### config.mk
export PLATFORM = sky130hd
export DESIGN_NAME = circle_tracer
export DESIGN_NICKNAME = d
export VERILOG_FILES = /design/src/rtl/circle_pkg.sv /design/src/rtl/circle_err_calc.sv /design/src/rtl/circle_tracer.sv
export SDC_FILE = /design/constraint.sdc
export NUM_CORES = 2
export LEC_CHECK = 0
export BUFFER_PORTS_ARGS = -buffer_cell sky130_fd_sc_hd__buf_2
export CELL_PAD_IN_SITES_DETAIL_PLACEMENT = 0
export CELL_PAD_IN_SITES_GLOBAL_PLACEMENT = 2
export CORE_AREA = 5 5 381 383
export DETAILED_ROUTE_END_ITERATION = 8
export DIE_AREA = 0 0 386 388
export PLACE_DENSITY_LB_ADDON = 0.05
export SLEW_MARGIN = 20
export SYNTH_ARGS = -nofsm -noshare
export SYNTH_HDL_FRONTEND = slang
export SYNTH_SLANG_ARGS = --single-unit
export TNS_END_PERCENT = 1
### constraint.sdc
create_clock -name mclock -period 19.3 [get_ports mclock]
set_clock_uncertainty 0.2 [all_clocks]
set_input_delay 3.86 -clock mclock [delete_from_list [all_inputs] [get_ports mclock]]
set_output_delay 3.86 -clock mclock [all_outputs]
set_load 0.03 [all_outputs]
### src/rtl/circle_pkg.sv
// Shared types and constants for the circle tracer and related lattice walkers.
// Step direction is encoded as the sign of each unit step.
package circle_pkg;

    typedef enum logic [2:0] {StIdle, StEmit, StCalc, StSel, StFin} state_e;

    // Each axis steps by exactly one unit; the flag picks -1 over +1.
    typedef struct packed {
        logic dx_neg;
        logic dy_neg;
    } step_t;

    typedef enum logic [1:0] {CandA, CandB, CandC} cand_e;

    localparam logic Ccw = 1'b0;
    localparam logic Cw  = 1'b1;

    // Earlier entries win when radial errors are equal.
    localparam cand_e TiePrio [3] = '{CandB, CandA, CandC};

    function automatic step_t pick_step(input logic dir, input logic x_gt, input logic x_lt,
                                        input logic y_gt, input logic y_lt);
        step_t s;
        s = '0;
        unique case (dir)
            Cw: begin
                if (y_gt && !x_lt)      s = '{dx_neg: 1'b0, dy_neg: 1'b1};
                else if (x_gt && !y_gt) s = '{dx_neg: 1'b1, dy_neg: 1'b1};
                else if (y_lt && !x_gt) s = '{dx_neg: 1'b1, dy_neg: 1'b0};
                else                    s = '{dx_neg: 1'b0, dy_neg: 1'b0};
            end
            Ccw: begin
                if (x_gt && !y_lt)      s = '{dx_neg: 1'b1, dy_neg: 1'b0};
                else if (!x_gt && y_gt) s = '{dx_neg: 1'b1, dy_neg: 1'b1};
                else if (x_lt && !y_gt) s = '{dx_neg: 1'b0, dy_neg: 1'b1};
                else                    s = '{dx_neg: 1'b0, dy_neg: 1'b0};
            end
        endcase
        return s;
    endfunction

endpackage

### src/rtl/circle_err_calc.sv
// Radial error of the three neighbour candidates A=(x+dx,y), B=(x+dx,y+dy), C=(x,y+dy).
// Purely combinational; ovf flags a stepped coordinate that leaves the W-bit range.
module circle_err_calc
    import circle_pkg::*;
#(
    parameter int unsigned W  = 16,
    parameter int unsigned EW = 2 * W + 2
) (
    input  logic signed [W-1:0]   x,
    input  logic signed [W-1:0]   y,
    input  step_t                 step,
    input  logic        [2*W-1:0] r2,
    output logic signed [W-1:0]   xn,
    output logic signed [W-1:0]   yn,
    output logic signed [EW-1:0]  ea,
    output logic signed [EW-1:0]  eb,
    output logic signed [EW-1:0]  ec,
    output logic                  ovf
);

    localparam logic signed [W:0] One = {{W{1'b0}}, 1'b1};

    logic signed [W:0]    xw, yw, xs, ys;
    logic signed [EW-1:0] r2e, sq_xw, sq_yw, sq_xs, sq_ys;

    function automatic logic signed [EW-1:0] sq(input logic signed [W:0] v);
        logic signed [EW-1:0] ve;
        ve = {{(EW - W - 1){v[W]}}, v};
        return ve * ve;
    endfunction

    always_comb begin
        xw    = {x[W-1], x};
        yw    = {y[W-1], y};
        xs    = step.dx_neg ? xw - One : xw + One;
        ys    = step.dy_neg ? yw - One : yw + One;
        ovf   = (xs[W] != xs[W-1]) || (ys[W] != ys[W-1]);
        xn    = xs[W-1:0];
        yn    = ys[W-1:0];
        r2e   = {{(EW - 2 * W){1'b0}}, r2};
        sq_xw = sq(xw);
        sq_yw = sq(yw);
        sq_xs = sq(xs);
        sq_ys = sq(ys);
        ea    = sq_xs + sq_yw - r2e;
        eb    = sq_xs + sq_ys - r2e;
        ec    = sq_xw + sq_ys - r2e;
    end

endmodule

### src/rtl/circle_tracer.sv
// Walks a full lattice circle from a start point, one minimum-radial-error neighbour per
// step, streaming each point over valid/ready with start/busy/done control.
module circle_tracer
    import circle_pkg::*;
#(
    parameter int unsigned W         = 16,
    parameter int unsigned EW        = 2 * W + 2,
    parameter int unsigned MAX_STEPS = 65535,
    localparam int unsigned CW       = $clog2(MAX_STEPS + 1)
) (
    input  logic                 mclock,
    input  logic                 rst_n,
    input  logic                 start,
    input  logic signed [W-1:0]  x0,
    input  logic signed [W-1:0]  y0,
    input  logic [2*W-1:0]       r2,
    input  logic                 dir,
    output logic                 busy,
    output logic                 done,
    output logic                 err,
    output logic signed [W-1:0]  ox,
    output logic signed [W-1:0]  oy,
    output logic                 ovalid,
    input  logic                 oready,
    output logic [CW-1:0]        count
);

    state_e state_q, state_d;

    logic signed [W-1:0]  x_q, y_q, sx_q, sy_q, xa_q, yb_q;
    logic [2*W-1:0]       r2_q;
    logic                 dir_q, err_q, done_q;
    logic [CW-1:0]        count_q;
    logic signed [EW-1:0] ea_q, eb_q, ec_q;

    step_t                step;
    logic signed [W-1:0]  xn, yn, nx, ny;
    logic signed [EW-1:0] ea, eb, ec;
    logic                 ovf, origin, back, at_max, hs;
    logic [EW-1:0]        mag [3];
    cand_e                best;

    function automatic logic [EW-1:0] abs_e(input logic signed [EW-1:0] e);
        return e[EW-1] ? -e : e;
    endfunction

    assign origin = (x0 == '0) && (y0 == '0);
    assign hs     = (state_q == StEmit) && oready;
    assign at_max = (count_q == CW'(MAX_STEPS));
    assign step   = pick_step(dir_q, !x_q[W-1] && (x_q != '0), x_q[W-1],
                              !y_q[W-1] && (y_q != '0), y_q[W-1]);

    circle_err_calc #(
        .W  (W),
        .EW (EW)
    ) u_err_calc (
        .x    (x_q),
        .y    (y_q),
        .step (step),
        .r2   (r2_q),
        .xn   (xn),
        .yn   (yn),
        .ea   (ea),
        .eb   (eb),
        .ec   (ec),
        .ovf  (ovf)
    );

    // Strict compare keeps the earlier-priority candidate on ties.
    always_comb begin
        mag[CandA] = abs_e(ea_q);
        mag[CandB] = abs_e(eb_q);
        mag[CandC] = abs_e(ec_q);
        best = TiePrio[0];
        for (int i = 1; i < 3; i++) begin
            if (mag[TiePrio[i]] < mag[best]) best = TiePrio[i];
        end
        nx = x_q;
        ny = y_q;
        case (best)
            CandA:   begin nx = xa_q; ny = y_q;  end
            CandB:   begin nx = xa_q; ny = yb_q; end
            CandC:   begin nx = x_q;  ny = yb_q; end
            default: begin nx = x_q;  ny = y_q;  end
        endcase
        back = (nx == sx_q) && (ny == sy_q);
    end

    always_ff @(posedge mclock or negedge rst_n) begin
        if (!rst_n) state_q <= StIdle;
        else        state_q <= state_d;
    end

    always_comb begin
        state_d = state_q;
        unique case (state_q)
            StIdle: if (start) state_d = origin ? StFin : StEmit;
            StEmit: if (oready) state_d = StCalc;
            StCalc: state_d = ovf ? StFin : StSel;
            StSel:  state_d = (back || at_max) ? StFin : StEmit;
            StFin:  state_d = StIdle;
            default: state_d = StIdle;
        endcase
    end

    always_comb begin
        ovalid = (state_q == StEmit);
        busy   = (state_q != StIdle);
        done   = done_q;
        err    = err_q;
        ox     = x_q;
        oy     = y_q;
        count  = count_q;
    end

    always_ff @(posedge mclock or negedge rst_n) begin
        if (!rst_n) begin
            x_q     <= '0;
            y_q     <= '0;
            sx_q    <= '0;
            sy_q    <= '0;
            xa_q    <= '0;
            yb_q    <= '0;
            r2_q    <= '0;
            dir_q   <= 1'b0;
            err_q   <= 1'b0;
            done_q  <= 1'b0;
            count_q <= '0;
            ea_q    <= '0;
            eb_q    <= '0;
            ec_q    <= '0;
        end else begin
            done_q <= (state_q == StFin);
            if (state_q == StIdle && start) begin
                x_q     <= x0;
                y_q     <= y0;
                sx_q    <= x0;
                sy_q    <= y0;
                r2_q    <= r2;
                dir_q   <= dir;
                count_q <= '0;
                err_q   <= origin;
            end
            if (hs) count_q <= count_q + CW'(1);
            if (state_q == StCalc) begin
                ea_q <= ea;
                eb_q <= eb;
                ec_q <= ec;
                xa_q <= xn;
                yb_q <= yn;
                if (ovf) err_q <= 1'b1;
            end
            if (state_q == StSel) begin
                x_q <= nx;
                y_q <= ny;
                if (!back && at_max) err_q <= 1'b1;
            end
        end
    end

endmodule

Word level (Yosys, flattened, before mapping). Cells that the tools add are included.

ROM bits: 0. Logic and storage cells: 119. Bits in writable memories: 0. Latch bits: 0. Output and inout bits: 52. Flip-flop bits (word level): 252. Memories kept: 0.

$mul: 4. Equal/unequal tests: 13. Divide/modulo/power cells: 0. Shift-type cells: 0. Mux-type cells: 36. Magnitude comparators: 3. Bitwise logic cells: 2. Add/subtract/negate cells: 14. Reduce and logical (&&, ||, !) cells: 32.

Operators by type and width (count): two-way mux 34 bit (5); two-way mux 16 bit (8); adder 34 bit (3); negator 34 bit (3); subtractor 34 x 33 -> 34 bit (3); binary-select mux 34 bit (select 2 bit) (1); less-than comparator 34 bit (2); multiplier 17 x 17 -> 34 bit (2); multiplier 16 x 16 -> 32 bit (2); adder 16 x 2 -> 17 bit, second input constant (2); two-way mux 17 bit (2); subtractor 16 x 2 -> 17 bit, second input constant (2); equality test 16 bit (2); logical NOT 16 bit (2); nonzero test 16 bit (2); adder 16 x 1 -> 16 bit, second input constant (1); equality test 16 bit, second input constant (1); two-way mux 3 bit (5); logical AND 1 bit (13); two-way mux 2 bit (6); one-hot mux 3 bit (4 select lines) (1); two-way mux 1 bit (7); equality test 3 x 2 -> 1 bit, second input constant (2); logical NOT 1 bit (5); 18 further kinds (22).

Longest topological paths before layout.
Word-level depth: 19. Mapped depth: 60. Gate-level depth less buffers: 58.

Modules after synthesis. Synthesis repeated with hierarchy kept, for this count alone.

Cells, all modules: 6358. Area, all modules: 59863.7 um2.

By module, submodules not included: circle_err_calc (area an instance 45258.4 um2, seq. area each 0.0 um2, cells an instance 4833, instances 1); circle_tracer (area an instance 14605.3 um2, seq. area each 6306.0 um2, cells an instance 1525, instances 1).

Least setup slack after synthesis. OpenSTA, ideal clock, no wires.

Path kind: register to register. Start point: reg x_q[15] (netlist: ox[15]). End point: reg eb_q[33]. Slack: 5710 ps. Period minus slack after synthesis: 13590 ps. Buffers on the path: 3. Stages on the path, launching flop included: 61. Arrival: 13308 ps. Cells stage by stage: dfrtp_1 inv_1 clkbuf_1 ha_1 nor4b_1 nand4_1 a211oi_1 a211oi_1 inv_1 fa_1 nor2b_1 o21ai_0 a21boi_0 o21ai_0 a21boi_0 o21ai_0 a21boi_0 o21ai_0 [25 not listed] xnor2_1 inv_1 fa_1 inv_1 ha_1 a21o_1 a21o_1 a21o_1 nand2_1 nand2b_1 a221oi_1 a21oi_1 a21oi_1 o21ai_0 a21o_1 a21oi_1 xnor3_1 o21ai_0.

Longest elaborated chain between the ends: 12. Elaborated cells between the ends (all ways): 25. Those cells by class: 4 x add/sub; 2 x mul; 9 x mux; 10 x reduce/logical.

RTL lines: from (decl) (line circle_tracer.sv:30) `logic signed [W-1:0] x_q, y_q, sx_q, sy_q, xa_q, yb_q;`; from (signal assigned) (line circle_tracer.sv:154) `x_q <= nx;`; nonzero test 16 bit / logical NOT 1 bit (equally long branches) (line circle_tracer.sv:50, circle_pkg.sv:27); logical AND 1 bit (line circle_tracer.sv:50) `assign step = pick_step(dir_q, !x_q[W-1] && (x_q != '0), x_q[W-1],`; logical NOT 1 bit (line circle_pkg.sv:29, circle_pkg.sv:34); logical AND 1 bit (line circle_pkg.sv:29) `else if (y_lt && !x_gt) s = '{dx_neg: 1'b1, dy_neg: 1'b0};`; two-way mux 2 bit (line circle_pkg.sv:29); two-way mux 2 bit (line circle_pkg.sv:28) `else if (x_gt && !y_gt) s = '{dx_neg: 1'b1, dy_neg: 1'b1};`; two-way mux 2 bit (line circle_pkg.sv:27) `if (y_gt && !x_lt) s = '{dx_neg: 1'b0, dy_neg: 1'b1};`; one-hot mux 2 bit (2 select lines) (line circle_pkg.sv:25) `unique case (dir)`; two-way mux 17 bit (line circle_err_calc.sv:35) `xs = step.dx_neg ? xw - One : xw + One;`; multiplier 17 x 17 -> 34 bit (line circle_err_calc.sv:29) `return ve * ve;`; adder 34 bit * (line circle_err_calc.sv:46) `eb = sq_xs + sq_ys - r2e;`; subtractor 34 x 33 -> 34 bit * (line circle_err_calc.sv:46); to (signal assigned) (line circle_tracer.sv:130) `eb_q <= '0;`; to (signal assigned) (line circle_tracer.sv:147) `eb_q <= eb;`; to (decl) (line circle_tracer.sv:34) `logic signed [EW-1:0] ea_q, eb_q, ec_q;`.

Every way passes the cells marked *; elsewhere a longest branch is shown, timed or not. A chain may end at the register's enable or synchronous reset.

Worst setup path after layout. Ends and elaborated chain as after synthesis.

==> tab_implementation.tex <==
\begin{tabular}{lr}
\hline
Metric & Value \\
\hline
\multicolumn{2}{l}{\textbf{Timing}} \\
\quad Setup violators final & 0 \\
\quad Post-route minimum period & 16.43 ns \\
\quad Setup slack of the critical path after layout & 2.868 ns \\
\quad Post-route clock period utilization & 0.8514 \\
\quad Number of slew-limit violations in the final report & 0 \\
\quad Max Fclk & 60.86 MHz \\
\quad Final Hold Vio Count & 0 \\
\quad Setup repair after global routing missed its margin & no \\
\quad Worst hold slack & 0.3047 ns \\
\quad Headroom to the max-slew limit & 0.2217 \\
\quad Setup Total Neg Slack & 0 ns \\
\quad Tightest Pin Transition & 1.164 ns \\
\multicolumn{2}{l}{\textbf{Place}} \\
\quad Final weighted congestion in routability-driven placement & 0.8577 \\
\quad Pre-CTS setup slack & 2.941 ns \\
\quad Detailed-placement wirelength estimate & 158200 um \\
\quad Total of buffers placed on input and output ports & 120 \\
\multicolumn{2}{l}{\textbf{Cells and area}} \\
\quad Net count reported at finish & 8446 \\
\quad Most frequent standard cell in the layout excluding fill and tap cells & sky130\_fd\_sc\_hd\_\_inv\_1 \\
\quad Highest-count cells in the layout ignoring fill and taps & 1581 x sky130\_fd\_sc\_hd\_\_inv\_1, 1115 x sky130\_fd\_sc\_hd\_\_fa\_1, 695 x sky130\_fd\_sc\_hd\_\_nand2\_1, 549 x sky130\_fd\_sc\_hd\_\_ha\_1, 435 x sky130\_fd\_sc\_hd\_\_nor2\_1 \\
\quad Proportion of layout cells with a drive suffix above 1 & 0.05208 \\
\quad Layout area overhead & 7.233\% \\
\quad Share of the core filled with cells in the final layout & 0.4488 \\
\multicolumn{2}{l}{\textbf{Flow run}} \\
\quad Total of max-cap violations & 0 \\
\multicolumn{2}{l}{\textbf{Floorplan}} \\
\quad Placement row count & 138 \\
\quad Number of placed I/O pins & 121 \\
\quad Vertical die dimension & 388 um \\
\quad Core area & 141100 um2 \\
\quad Die area & 149800 um2 \\
\quad Starting density of the core & 0.4185 \\
\quad Die width & 386 um \\
\multicolumn{2}{l}{\textbf{Routing}} \\
\quad Number of design-rule violations left by the first detailed-router iteration & 2371 \\
\quad Wirelength, routed & 186700 um \\
\quad Vias per cell & 5.087 \\
\quad Wirelength per Cell & 21.63 um \\
\quad Antenna Nets Post-Route & 0 \\
\quad Count of TritonRoute iterations in the first routing pass & 5 \\
\quad DR vias & 43920 \\
\quad DRC violations left & 0 \\
\multicolumn{2}{l}{\textbf{Synthesis}} \\
\quad Syn Nets & 8397 \\
\quad Synthesized cell area & 59040 um2 \\
\quad Number of synthesized flops with an enable pin & 0 \\
\quad Share of flip-flops with an asynchronous set or reset & 1.000 \\
\quad Post-synthesis sequential element count & 252 \\
\quad Number of warnings reported in the yosys synthesis log & 0 \\
\quad Fraction of the yosys area taken by sequential cells & 0.1068 \\
\quad Number of instances in the synthesized netlist & 6664 \\
\quad Mean cell area of the mapped netlist & 8.859 um2 \\
\quad Prevailing post-synth register cell & sky130\_fd\_sc\_hd\_\_dfrtp\_1 \\
\quad Unique cell type count in the Yosys netlist & 84 \\
\multicolumn{2}{l}{\textbf{Critical path}} \\
\quad Crit. End Element & flip-flop \\
\quad Critical path fanouts, max & 16 \\
\quad Startpoint of the worst-slack reg-to-reg timing path & ox[15] \\
\quad Slowest cell delay on critical path & 0.94 ns \\
\quad Critical Path Start & ox[15] \\
\quad CP Launch Type & flip-flop \\
\quad Cell at the slowest stage of the critical path & sky130\_fd\_sc\_hd\_\_xor2\_1 \\
\quad Signal arrival time at the worst endpoint & 16.76 ns \\
\quad Kind of critical path & reg2reg \\
\quad Data required time at the worst endpoint & 19.62 ns \\
\multicolumn{2}{l}{\textbf{CTS}} \\
\quad Clk sinks & 252 \\
\quad Clk Latency, worst-skew pair & 0.63 ns \\
\quad Post-CTS clock slew at the launch and capture registers of the worst setup and hold paths & 0.06 ns \\
\quad Root buf cell & sky130\_fd\_sc\_hd\_\_clkbuf\_16 \\
\quad Maximum level of the CTS H-tree & 2 \\
\quad Buffers inserted by post-CTS timing repair & 0 \\
\quad Number of gates given a new drive strength after cts & 0 \\
\quad TritonCTS clock tree & built \\
\quad Number of buffers inserted during clock tree synthesis & 38 \\
\quad Buffers from clock root to sink, at most & 3 \\
\quad CTS Hold Bufs & 0 \\
\multicolumn{2}{l}{\textbf{Worst hold path}} \\
\quad Path class of the lowest-slack min-delay path & reg2reg \\
\quad Origin of the worst min-delay path & count[14] \\
\multicolumn{2}{l}{\textbf{GRT}} \\
\quad Total congestion overflow & 0 \\
\quad Wire length of the first global-routing pass & 285300 um \\
\quad Vias in the first global route & 46141 \\
\quad Initial antenna violation count & 9 \\
\quad Combined global-route utilization of all metal layers & 0.2525 \\
\quad Largest net degree at the start of global routing & 108 \\
\multicolumn{2}{l}{\textbf{Status}} \\
\quad Outcome & finished, final reports clean \\
\hline
\end{tabular}
-- per-stage QoR --
stage               cell area, um2  instances
floorplan                    59040       6664
global placement             61990       8563
detailed placement           62010       8563
CTS                          63280       8630
global route                 63300       8630
finish                       63310       8634
-- registers in the layout, indices dropped and copies added (netlist names), 3 cells and up --
signal and count:
r2_q 32, state_q 3, count 16, ec_q 34, eb_q 34, ox 16, sx_q 16, oy 16
xa_q 16, sy_q 16, ea_q 34, yb_q 16
-- worst max-delay path: cells and delay by family (launching register included) --
family | cells | cell delay, ns
AND/OR/NAND/NOR | 7 | 1.47
AO/OA/AOI/OAI | 23 | 5.69
buffers and inverters | 9 | 2.08
adder cells (fa/ha/maj) | 11 | 4.78
flip-flops | 1 | 0.38
XOR/XNOR | 3 | 1.74
-- cell families after synthesis --
group / synth area share
DFF: 0.1068
xor gates and xnor gates: 0.05981
and+or+nand+nor: 0.1187
muxes: 0.002310
adders and majority gates: 0.4944
AOI/OAI and AO/OA: 0.1042
buffers and inverters: 0.1138
-- per-layer routing --
metal,vias up,wire [um],global-route usage
met1,22174,86250,0.3642
met5,-,44,0
met2,852,84350,0.3917
met4,8,5399,0.06555
li1,20713,-,-
met3,173,10660,0.04722
-- cells in the mapped netlist (8+ instances only) --
master	number	area share
sky130_fd_sc_hd__inv_1	1581	0.10
sky130_fd_sc_hd__fa_1	1115	0.38
sky130_fd_sc_hd__nand2_1	697	0.044
sky130_fd_sc_hd__ha_1	549	0.12
sky130_fd_sc_hd__nor2_1	435	0.028
sky130_fd_sc_hd__o21ai_0	284	0.024
sky130_fd_sc_hd__dfrtp_1	252	0.11
sky130_fd_sc_hd__xnor2_1	236	0.035
sky130_fd_sc_hd__a21oi_1	232	0.020
sky130_fd_sc_hd__clkbuf_1	183	0.012
sky130_fd_sc_hd__xor2_1	162	0.024
sky130_fd_sc_hd__a21o_1	103	0.013
sky130_fd_sc_hd__and2_1	73	0.0077
sky130_fd_sc_hd__nor3_1	54	0.0046
sky130_fd_sc_hd__nand3_1	47	0.0040
sky130_fd_sc_hd__nand2b_1	45	0.0048
sky130_fd_sc_hd__o31ai_1	45	0.0057
sky130_fd_sc_hd__nand4_1	42	0.0045
sky130_fd_sc_hd__o21a_1	41	0.0052
sky130_fd_sc_hd__o22ai_1	41	0.0043
sky130_fd_sc_hd__nor2b_1	36	0.0038
sky130_fd_sc_hd__o21bai_1	33	0.0042
sky130_fd_sc_hd__nor4_1	30	0.0032
sky130_fd_sc_hd__a31o_2	29	0.0043
sky130_fd_sc_hd__and3_1	28	0.0030
sky130_fd_sc_hd__or2_2	20	0.0021
sky130_fd_sc_hd__or3_1	20	0.0021
sky130_fd_sc_hd__a211oi_1	19	0.0024
sky130_fd_sc_hd__a31oi_1	18	0.0019
sky130_fd_sc_hd__o41ai_1	14	0.0021
sky130_fd_sc_hd__clkinv_1	13	0.00083
sky130_fd_sc_hd__or4_1	13	0.0017
sky130_fd_sc_hd__a21boi_0	12	0.0015
sky130_fd_sc_hd__o211ai_1	11	0.0014
sky130_fd_sc_hd__o31a_1	10	0.0015
sky130_fd_sc_hd__mux2i_1	8	0.0014
-- cell type report --
cell class | instances | area, um2
repair buffers | 200 | 1211
well taps | 1890 | 2365
clock inverters | 16 | 206.4
diodes | 4 | 10.01
inverters | 1598 | 5998
flip-flops and latches | 252 | 6306
multi-input cells | 4623 | 46140
clock buffers | 51 | 1070
fillers | 14213 | 77760
-- worst paths after layout --
kind	endpoint	slack, ns	cells past startpoint
hold / removal	count[14]	0.30	1
setup reg to reg	eb_q[33]	2.87	53
max in group asynchronous	yb_q[15]	13.62	3
setup / recovery	eb_q[33]	2.87	53
hold reg to reg	count[14]	0.30	1
min in group asynchronous	ea_q[25]	3.00	1
Power is not shown: default switching activity piles up to over one toggle a cycle in this logic, so the estimate is an artifact.
